[src/rtl/home_alarm_ctrl_if.sv]
// home_alarm_ctrl_if: sensor/keypad/status bundle for home_alarm_ctrl.
//   zone         sensor levels, 1 = tripped
//   delayed_mask 1 = zone uses entry delay, 0 = instant zone
//   code         keypad code, qualified by code_valid
//   code_valid   single-cycle code strobe
//   active       system armed in any form (exit/armed/entry/alarm)
//   alarm        siren drive
//   tripped      sticky record of zones seen while armed
//   lockout      keypad locked out after too many wrong codes
// master = stimulus/keypad side, slave = controller.
interface home_alarm_ctrl_if #(
  parameter int NUM_ZONES = 4,
  parameter int CODE_W    = 5
);
  logic [NUM_ZONES-1:0] zone;
  logic [NUM_ZONES-1:0] delayed_mask;
  logic [CODE_W-1:0]    code;
  logic                 code_valid;
  logic                 active;
  logic                 alarm;
  logic [NUM_ZONES-1:0] tripped;
  logic                 lockout;

  modport master (
    output zone, delayed_mask, code, code_valid,
    input  active, alarm, tripped, lockout
  );

  modport slave (
    input  zone, delayed_mask, code, code_valid,
    output active, alarm, tripped, lockout
  );
endinterface

[src/rtl/home_alarm_ctrl.sv]
// home_alarm_ctrl: home alarm state machine
//   DISARMED -> EXIT_DELAY -> ARMED -> ENTRY_DELAY -> ALARM -> ARMED (auto re-arm).
// Ports:
//   clk  system clock, rising edge
//   rst  synchronous active-high reset
//   bus  home_alarm_ctrl_if.slave (zone, delayed_mask, code, code_valid in;
//        active, alarm, tripped, lockout out)
// Optional feature: define ALARM_LOCKOUT_EN to build the wrong-code counter
// and keypad lockout timer; otherwise lockout is tied low and wrong codes
// are simply ignored.
module home_alarm_ctrl #(
  parameter int NUM_ZONES   = 4,
  parameter int CODE_W      = 5,
  parameter int ARM_CODE    = 31,
  parameter int DISARM_CODE = 4,
  parameter int EXIT_DLY    = 8,
  parameter int ENTRY_DLY   = 6,
  parameter int SIREN_TIME  = 10,
  parameter int MAX_TRIES   = 3,
  parameter int LOCK_CYCLES = 16
) (
  input logic              clk,
  input logic              rst,
  home_alarm_ctrl_if.slave bus
);

  typedef enum logic [2:0] {
    DISARMED, EXIT_DELAY, ARMED, ENTRY_DELAY, ALARM
  } state_t;

  // One shared countdown serves exit, entry and siren periods.
  localparam int T_A   = (EXIT_DLY > ENTRY_DLY) ? EXIT_DLY : ENTRY_DLY;
  localparam int T_MAX = (T_A > SIREN_TIME) ? T_A : SIREN_TIME;
  localparam int TW    = $clog2(T_MAX + 1);

  state_t               state;
  logic [TW-1:0]        timer;
  logic [NUM_ZONES-1:0] tripped_q;
  logic                 codes_ok;
  logic                 arm_hit, dis_hit, inst_hit, dly_hit, tmr_done;

  assign arm_hit  = bus.code_valid && codes_ok && (bus.code == CODE_W'(ARM_CODE));
  assign dis_hit  = bus.code_valid && codes_ok && (bus.code == CODE_W'(DISARM_CODE));
  assign inst_hit = |(bus.zone & ~bus.delayed_mask);
  assign dly_hit  = |(bus.zone & bus.delayed_mask);
  // Timer is loaded with N on entry; the state lasts N cycles, leaving when it reads 1.
  assign tmr_done = (timer == TW'(1));

  always_ff @(posedge clk) begin
    if (rst) begin
      state     <= DISARMED;
      timer     <= '0;
      tripped_q <= '0;
    end else begin
      if (state inside {ARMED, ENTRY_DELAY, ALARM})
        tripped_q <= tripped_q | bus.zone;
      case (state)
        DISARMED: if (arm_hit) begin
          state     <= EXIT_DELAY;
          timer     <= TW'(EXIT_DLY);
          tripped_q <= '0;
        end
        EXIT_DELAY: begin
          if (dis_hit) begin
            state <= DISARMED;
            timer <= '0;
          end else if (tmr_done) begin
            state <= ARMED;
            timer <= '0;
          end else
            timer <= timer - TW'(1);
        end
        ARMED: begin
          // Disarm beats any simultaneous zone trip.
          if (dis_hit)
            state <= DISARMED;
          else if (inst_hit) begin
            state <= ALARM;
            timer <= TW'(SIREN_TIME);
          end else if (dly_hit) begin
            state <= ENTRY_DELAY;
            timer <= TW'(ENTRY_DLY);
          end
        end
        ENTRY_DELAY: begin
          if (dis_hit) begin
            state <= DISARMED;
            timer <= '0;
          end else if (inst_hit || tmr_done) begin
            state <= ALARM;
            timer <= TW'(SIREN_TIME);
          end else
            timer <= timer - TW'(1);
        end
        ALARM: begin
          // Zones are not consulted here, so a held zone cannot extend the siren;
          // it re-triggers from ARMED on the cycle after re-arm.
          if (dis_hit) begin
            state <= DISARMED;
            timer <= '0;
          end else if (tmr_done) begin
            state <= ARMED;
            timer <= '0;
          end else
            timer <= timer - TW'(1);
        end
        default: begin
          state <= DISARMED;
          timer <= '0;
        end
      endcase
    end
  end

  assign bus.active  = (state != DISARMED);
  assign bus.alarm   = (state == ALARM);
  assign bus.tripped = tripped_q;

`ifdef ALARM_LOCKOUT_EN
  localparam int CW = $clog2(MAX_TRIES + 1);
  localparam int LW = $clog2(LOCK_CYCLES + 1);

  logic [CW-1:0] wrong_cnt;
  logic [LW-1:0] lock_tmr;
  logic          lock_q;
  logic          wrong_hit;

  assign codes_ok  = !lock_q;
  assign wrong_hit = bus.code_valid && codes_ok && (state != DISARMED) &&
                     (bus.code != CODE_W'(ARM_CODE)) && (bus.code != CODE_W'(DISARM_CODE));

  always_ff @(posedge clk) begin
    if (rst) begin
      wrong_cnt <= '0;
      lock_tmr  <= '0;
      lock_q    <= 1'b0;
    end else if (lock_q) begin
      if (lock_tmr == LW'(1)) lock_q <= 1'b0;
      lock_tmr <= lock_tmr - LW'(1);
    end else if (wrong_hit) begin
      if (wrong_cnt == CW'(MAX_TRIES - 1)) begin
        wrong_cnt <= '0;
        lock_q    <= 1'b1;
        lock_tmr  <= LW'(LOCK_CYCLES);
      end else
        wrong_cnt <= wrong_cnt + CW'(1);
    end else if (dis_hit)
      wrong_cnt <= '0;
  end

  assign bus.lockout = lock_q;
`else
  assign codes_ok    = 1'b1;
  assign bus.lockout = 1'b0;
`endif

endmodule

[src/flat_wrapper.sv]
// flat-port wrapper written by rule: the top's interface ports become plain ports
module home_alarm_ctrl_flat 
#(
  parameter int NUM_ZONES   = 4,
  parameter int CODE_W      = 5,
  parameter int ARM_CODE    = 31,
  parameter int DISARM_CODE = 4,
  parameter int EXIT_DLY    = 8,
  parameter int ENTRY_DLY   = 6,
  parameter int SIREN_TIME  = 10,
  parameter int MAX_TRIES   = 3,
  parameter int LOCK_CYCLES = 16
)
  (clk, rst, bus_zone, bus_delayed_mask, bus_code, bus_code_valid, bus_active, bus_alarm, bus_tripped, bus_lockout);
  home_alarm_ctrl_if #(.NUM_ZONES(NUM_ZONES), .CODE_W(CODE_W)) bus_i ();
  input logic clk;
  input logic rst;
  input wire logic [$bits(bus_i.zone)-1:0] bus_zone;
  input wire logic [$bits(bus_i.delayed_mask)-1:0] bus_delayed_mask;
  input wire logic [$bits(bus_i.code)-1:0] bus_code;
  input wire logic [$bits(bus_i.code_valid)-1:0] bus_code_valid;
  output wire logic [$bits(bus_i.active)-1:0] bus_active;
  output wire logic [$bits(bus_i.alarm)-1:0] bus_alarm;
  output wire logic [$bits(bus_i.tripped)-1:0] bus_tripped;
  output wire logic [$bits(bus_i.lockout)-1:0] bus_lockout;
  assign bus_i.zone = bus_zone;
  assign bus_i.delayed_mask = bus_delayed_mask;
  assign bus_i.code = bus_code;
  assign bus_i.code_valid = bus_code_valid;
  assign bus_active = bus_i.active;
  assign bus_alarm = bus_i.alarm;
  assign bus_tripped = bus_i.tripped;
  assign bus_lockout = bus_i.lockout;
  home_alarm_ctrl #(.NUM_ZONES(NUM_ZONES), .CODE_W(CODE_W), .ARM_CODE(ARM_CODE), .DISARM_CODE(DISARM_CODE), .EXIT_DLY(EXIT_DLY), .ENTRY_DLY(ENTRY_DLY), .SIREN_TIME(SIREN_TIME), .MAX_TRIES(MAX_TRIES), .LOCK_CYCLES(LOCK_CYCLES)) u_core (.clk(clk), .rst(rst), .bus(bus_i));
endmodule
[config.mk]
export PLATFORM = sky130hd
export DESIGN_NAME = home_alarm_ctrl_flat
export DESIGN_NICKNAME = d
export VERILOG_FILES = /design/src/rtl/home_alarm_ctrl_if.sv /design/src/rtl/home_alarm_ctrl.sv /design/src/flat_wrapper.sv
export SDC_FILE = /design/constraint.sdc
export NUM_CORES = 1
export LEC_CHECK = 0
export ABC_AREA = 0
export CAP_MARGIN = 20
export CORE_MARGIN = 1.5
export CORE_UTILIZATION = 35
export CTS_BUF_LIST = sky130_fd_sc_hd__clkbuf_2 sky130_fd_sc_hd__clkbuf_4 sky130_fd_sc_hd__clkbuf_8
export DETAILED_ROUTE_END_ITERATION = 16
export DONT_BUFFER_PORTS = 1
export HOLD_SLACK_MARGIN = 0.02
export PLACE_DENSITY_LB_ADDON = 0.12
export REMOVE_ABC_BUFFERS = 1
export SETUP_SLACK_MARGIN = 0.4
export SYNTH_ARGS = -nofsm -noshare
export SYNTH_HDL_FRONTEND = slang
export SYNTH_SLANG_ARGS = --single-unit
[constraint.sdc]
create_clock -name clk -period 1.6 [get_ports clk]
set_clock_uncertainty 0.2 [all_clocks]
set_input_delay 0.16 -clock clk [delete_from_list [all_inputs] [get_ports clk]]
set_output_delay 0.16 -clock clk [all_outputs]
set_load 0.01 [all_outputs]
### Yosys cells after proc, flatten, opt, wreduce, memory -nomap -nowiden

Cells that the tools add are included.

| word-level totals | value |
|---|---|
| flip-flop bits (word level) | 11 |
| latch bits | 0 |
| bits in writable memories | 0 |
| memory bits (read-only) | 0 |
| bits of input ports | 16 |
| logic and storage cells | 53 |
| memories kept | 0 |

| operators by class | value |
|---|---|
| add/subtract/negate cells | 1 |
| multipliers | 0 |
| divide/modulo/power cells | 0 |
| order comparisons | 0 |
| equality and inequality tests | 13 |
| shift operators | 0 |
| multiplexer cells | 21 |
| bitwise logic cells | 4 |
| reduce and logical (&&, ||, !) cells | 11 |

Operators with widths:

| kind | number |
|---|---|
| $mux W4 | 11 |
| $mux W3 | 8 |
| $pmux W4 S4 | 1 |
| $pmux W3 S4 | 1 |
| $and A4 B4 Y4 | 2 |
| $reduce_or A4 Y1 | 2 |
| $eq A3 B2 Y1 const B | 2 |
| $ne A3 B1 Y1 const B | 2 |
| $reduce_bool A3 Y1 | 2 |
| $eq A5 B3 Y1 const B | 1 |
| $eq A5 B5 Y1 const B | 1 |
| $eq A4 B1 Y1 const B | 1 |
| $ne A4 B1 Y1 const B | 1 |
| $not A4 Y4 | 1 |
| $or A4 B4 Y4 | 1 |
| $reduce_and A4 Y1 | 1 |
| $sub A4 B1 Y4 const B | 1 |
| $eq A3 B1 Y1 const B | 1 |
| $eq A3 B3 Y1 const B | 1 |
| $logic_not A3 Y1 | 1 |
| $ne A3 B2 Y1 const B | 1 |
| $reduce_and A3 Y1 | 1 |
| $logic_and A1 B1 Y1 | 2 |
| $ne A2 B1 Y1 const B | 1 |
| other kinds (3) | 3 |

### Logic depth before layout (Yosys ltp)

| depth | value |
|---|---|
| depth in word-level cells | 7 |
| mapped depth | 7 |

### Least setup slack after synthesis

OpenSTA, ideal clock, no wires.

| timing | value |
|---|---|
| path type | reg2reg |
| start point | register u_core.state[0] |
| end point | register u_core.tripped_q[0] (netlist: u_core.bus.tripped[0]) |
| setup time | 131 ps |
| arrival time | 1416 ps |
| data required time | 1269 ps |
| path slack | -147 ps |
| stages on the path, launching flop included | 5 |
| clock period less this slack | 1747 ps |
| path through | dfxtp_1 -> buf_4 -> or3_1 -> o41ai_2 -> nor2_1 |

| between the ends | value |
|---|---|
| word-level cells in the longest chain between the ends | 5 |

RTL lines:

| what | line | text |
|---|---|---|
| start, declared | home_alarm_ctrl.sv:36 | `state_t state;` |
| start signal, assigned | home_alarm_ctrl.sv:51 | `state <= DISARMED;` |
| start signal, assigned | home_alarm_ctrl.sv:59 | `state <= EXIT_DELAY;` |
| start signal, assigned | home_alarm_ctrl.sv:65 | `state <= DISARMED;` |
| $eq A3 B2 Y1 or $eq A3 B3 Y1 (tied branches) | home_alarm_ctrl.sv:55 | `if (state inside {ARMED, ENTRY_DELAY, ALARM})` |
| $reduce_bool A3 Y1 | home_alarm_ctrl.sv:55 |  |
| $mux W4 | home_alarm_ctrl.sv:55 |  |
| $mux W4 | home_alarm_ctrl.sv:58 | `DISARMED: if (arm_hit) begin` |
| $mux W4 (*) | home_alarm_ctrl.sv:57 | `case (state)` |
| end signal, assigned | home_alarm_ctrl.sv:56 | `tripped_q <= tripped_q \| bus.zone;` |
| end, declared | home_alarm_ctrl.sv:38 | `logic [NUM_ZONES-1:0] tripped_q;` |

Mark *: on every way between the ends. The rest lies on a longest branch, timed or not.
A chain may end at the register's enable or synchronous reset.

### Final worst setup path

| timing | value |
|---|---|
| start point | register u_core.state[1] |
| end point | register u_core.timer[0] |

| between the ends | value |
|---|---|
| word-level cells in the longest chain between the ends | 3 |

RTL lines:

| what | line | text |
|---|---|---|
| $eq A3 B3 Y1, or another cell as far along | home_alarm_ctrl.sv:57 |  |
| $reduce_or A2 Y1 (no source line), or another cell as far along | - |  |
| $pmux W4 S4 or $reduce_and A3 Y1 (tied branches) | - |  |
| end signal, assigned | home_alarm_ctrl.sv:60 | `timer <= TW'(EXIT_DLY);` |
| end signal, assigned | home_alarm_ctrl.sv:71 | `timer <= timer - TW'(1);` |
| end signal, assigned | home_alarm_ctrl.sv:79 | `timer <= TW'(SIREN_TIME);` |
| end, declared | home_alarm_ctrl.sv:37 | `logic [TW-1:0] timer;` |

Several ways; a longest one is shown, not always the timed one.

==> out/results.txt <==
status = finished, violations left
failing checks = hold timing, setup timing
CP delay by family, top = simple AND/OR/NAND/NOR gates
post-placement cell count = 151
Power per Cell Area = 452 nW/µm²
fillers = 219
layout cells sized above 1 = 51.4%
Pwr Total = 0.590 mW
initial antenna violation count = 0
core area = 2250 µm²
Initial Util = 37.8%
FMAX = 599 MHz
Root Driver = clkbuf_4
1st-pass router iterations = 4
top cell type's share of synthesized area = 25.8%
r2r worst-path depth = 6
GRT Overall Usage = 22.0%
vias in the first global route = 945
sequential fraction of the synthesis area = 25.8%
grt peak-use layer = met2
Seq cells post-synth = 11
CTS clk-pin slew, worst paths = 0.08 ns
die height = 52.3 µm
# nets final = 159
TritonCTS buffer count = 3
P&R area growth vs syn = 53.3%
Slew Limit Fails = 0
cell taking the most area after synthesis = dfxtp_1
MaxCap Viol Count = 0
hold_sp = rst
Hold Path Sink = u_core.state[2]
EDFF count, synth = 0
CP cell instances = nor2b_4 -> nand2_2 -> o22a_1 -> buf_6 -> or3_4 -> a21oi_2
width of the chip = 52.3 µm
warnings from Yosys = 0
worst vdd ir = 0.470 mV
die area = 2740 µm²
prevailing post-synth register cell = dfxtp_1
WP buf/inv = 1
CP endpoint kind = flip-flop
first-pass GRT wire length = 4.27 mm
Worst path max stage delay = 0.37 ns
HPWL Detailed = 1.70 mm
unrepaired setup endpoints after global routing = true
num rows = 17
met3 usage = 6.00%
post-layout min period = 1.67 ns
drt first-iter violations = 30
count leader, synth = nand2_1
commonest cells in the synthesized netlist = nand2_1, dfxtp_1, nor2_1
largest net degree at the start of global routing = 10
final wirelength = 2.59 mm
H-tree depth = 1
Yosys cell types = 41
final setup fails = 7
diode count = 0
Leakage = 0.508 nW
Final Hold Slack = -0.269 ns
Final Hold Viols = 7
FF-to-FF Start = u_core.state[1]
Worst Path Required = 1.61 ns
largest cells by area after synthesis = dfxtp_1, a21oi_1, nand2_1
CP max FO = 4
Mean Syn Cell Area = 8.19 µm²
met1 Use GR = 25.3%
kind of critical path = reg2reg
non-filler instance count after layout = 168
GRT overflow = 0
RePlAce Congestion = 0.915
hold buffer count at CTS = 4
Clk Latency, worst-skew pair = 0.28 ns
Synth Instances = 104
drc violations = 0
# clock sinks = 11
TritonCTS clock tree = built
Routed Antenna Nets = 0
crit share post-route = 104%
IO Port Bufs = 0
CP startpoint kind = flip-flop
vias = 929
Vias/cell = 5.53
min-delay worst type = in2reg
worst reg2reg endpoint = u_core.timer[0]
Slowest-stage cell, CP = dfxtp_4
final worst slack = -0.0702 ns
R2R Setup Slk = -0.07 ns
worst hold stages = 1
wire length per cell = 15.4 µm
io pins = 23
grt met2 use = 37.9%
Syn Std Cell Area = 852 µm²
fin util = 57.9%
arrival time worst endpoint = 1.68 ns
async set-or-reset flop fraction in the synthesized netlist = 0%
CTS Buffer Depth = 2
-- placed cells by master (no fill, tap or decap), types with 2 or more instances in the layout --
cell type,count
dfxtp_4,2
nand2b_1,7
a31oi_1,2
mux2i_1,2
o21ai_0,2
dfxtp_2,3
a21oi_1,8
clkbuf_4,4
nor2_1,6
nand2_1,9
or4_4,2
or3_4,2
inv_2,2
inv_1,3
o211ai_1,2
nor3_2,2
buf_6,6
nand2_2,2
dlygate4sd3_1,4
nor2_2,3
nor2_4,2
dfxtp_1,6
buf_4,26
xnor2_1,2
nand2_4,3
a32o_1,2
-- sequential cells by signal, summed over array words and instances (netlist names) --
name,cells
u_core.bus.tripped,4
u_core.state,3
u_core.timer,4
-- stage by stage --
stage | TNS [ns] | setup slack (ns) | cell area [µm²]
floorplan | -0.828 | -0.184 | 815
global placement | -0.894 | -0.143 | 1020
detailed placement | -1.07 | -0.149 | 1020
CTS | -0.0531 | -0.0237 | 1280
global route | -0.917 | -0.135 | 1310
finish | -0.294 | -0.0702 | 1310
-- routing by layer --
| metal | up-vias | share of wire [%] |
|---|---|---|
| met5 | - | 0 |
| met4 | 0 | 1.9 |
| met3 | 7 | 5.5 |
| met2 | 34 | 51 |
| met1 | 432 | 41 |
| li1 | 456 | - |
-- worst max-delay path by stage --
stage,from,end,slack [ns],depth (start not counted)
after floorplan,u_core.state[1],u_core.state[0],-0.18,5
after global placement,bus_code[1],u_core.timer[1],-0.14,5
after detailed placement,bus_code[1],u_core.timer[1],-0.15,5
after CTS,u_core.state[1],u_core.state[0],-0.02,5
after global routing,u_core.state[1],u_core.timer[0],-0.14,6
final,u_core.state[1],u_core.timer[0],-0.07,6
-- power by group --
part | total [mW] | internal, mW | switching, mW
Sequential | 0.275 | 0.273 | 0.00234
Clock | 0.219 | 0.114 | 0.105
Combinational | 0.0955 | 0.0475 | 0.0480
Total | 0.590 | 0.434 | 0.156
-- timing repair --
action	CTS	global route
resized for setup	33	6
endpoints found under the setup margin	13	13
hold endpoints to repair	11	7
buffers inserted	8	1
pin swaps	16	3
-- final cells by class --
| type | count | area, µm² | share of cell area (%) |
|---|---|---|---|
| clock buffers | 4 | 30.0 | 2.30 |
| inverters | 5 | 18.8 | 1.44 |
| multi-input cells | 84 | 688 | 52.7 |
| flip-flops and latches | 11 | 231 | 17.7 |
| well taps | 28 | 35.0 | 2.68 |
| repair buffers | 36 | 303 | 23.2 |
-- cell families after synthesis --
family	share of synthesized area [%]
other	0.440
adder cells (fa/ha/maj)	2.94
multiplexers	2.35
flip-flops	25.8
AO/OA/AOI/OAI	28.9
buffers and inverters	6.61
XOR/XNOR	2.06
AND/OR/NAND/NOR	30.8
No activity file was read; power rests on OpenSTA's default activity.
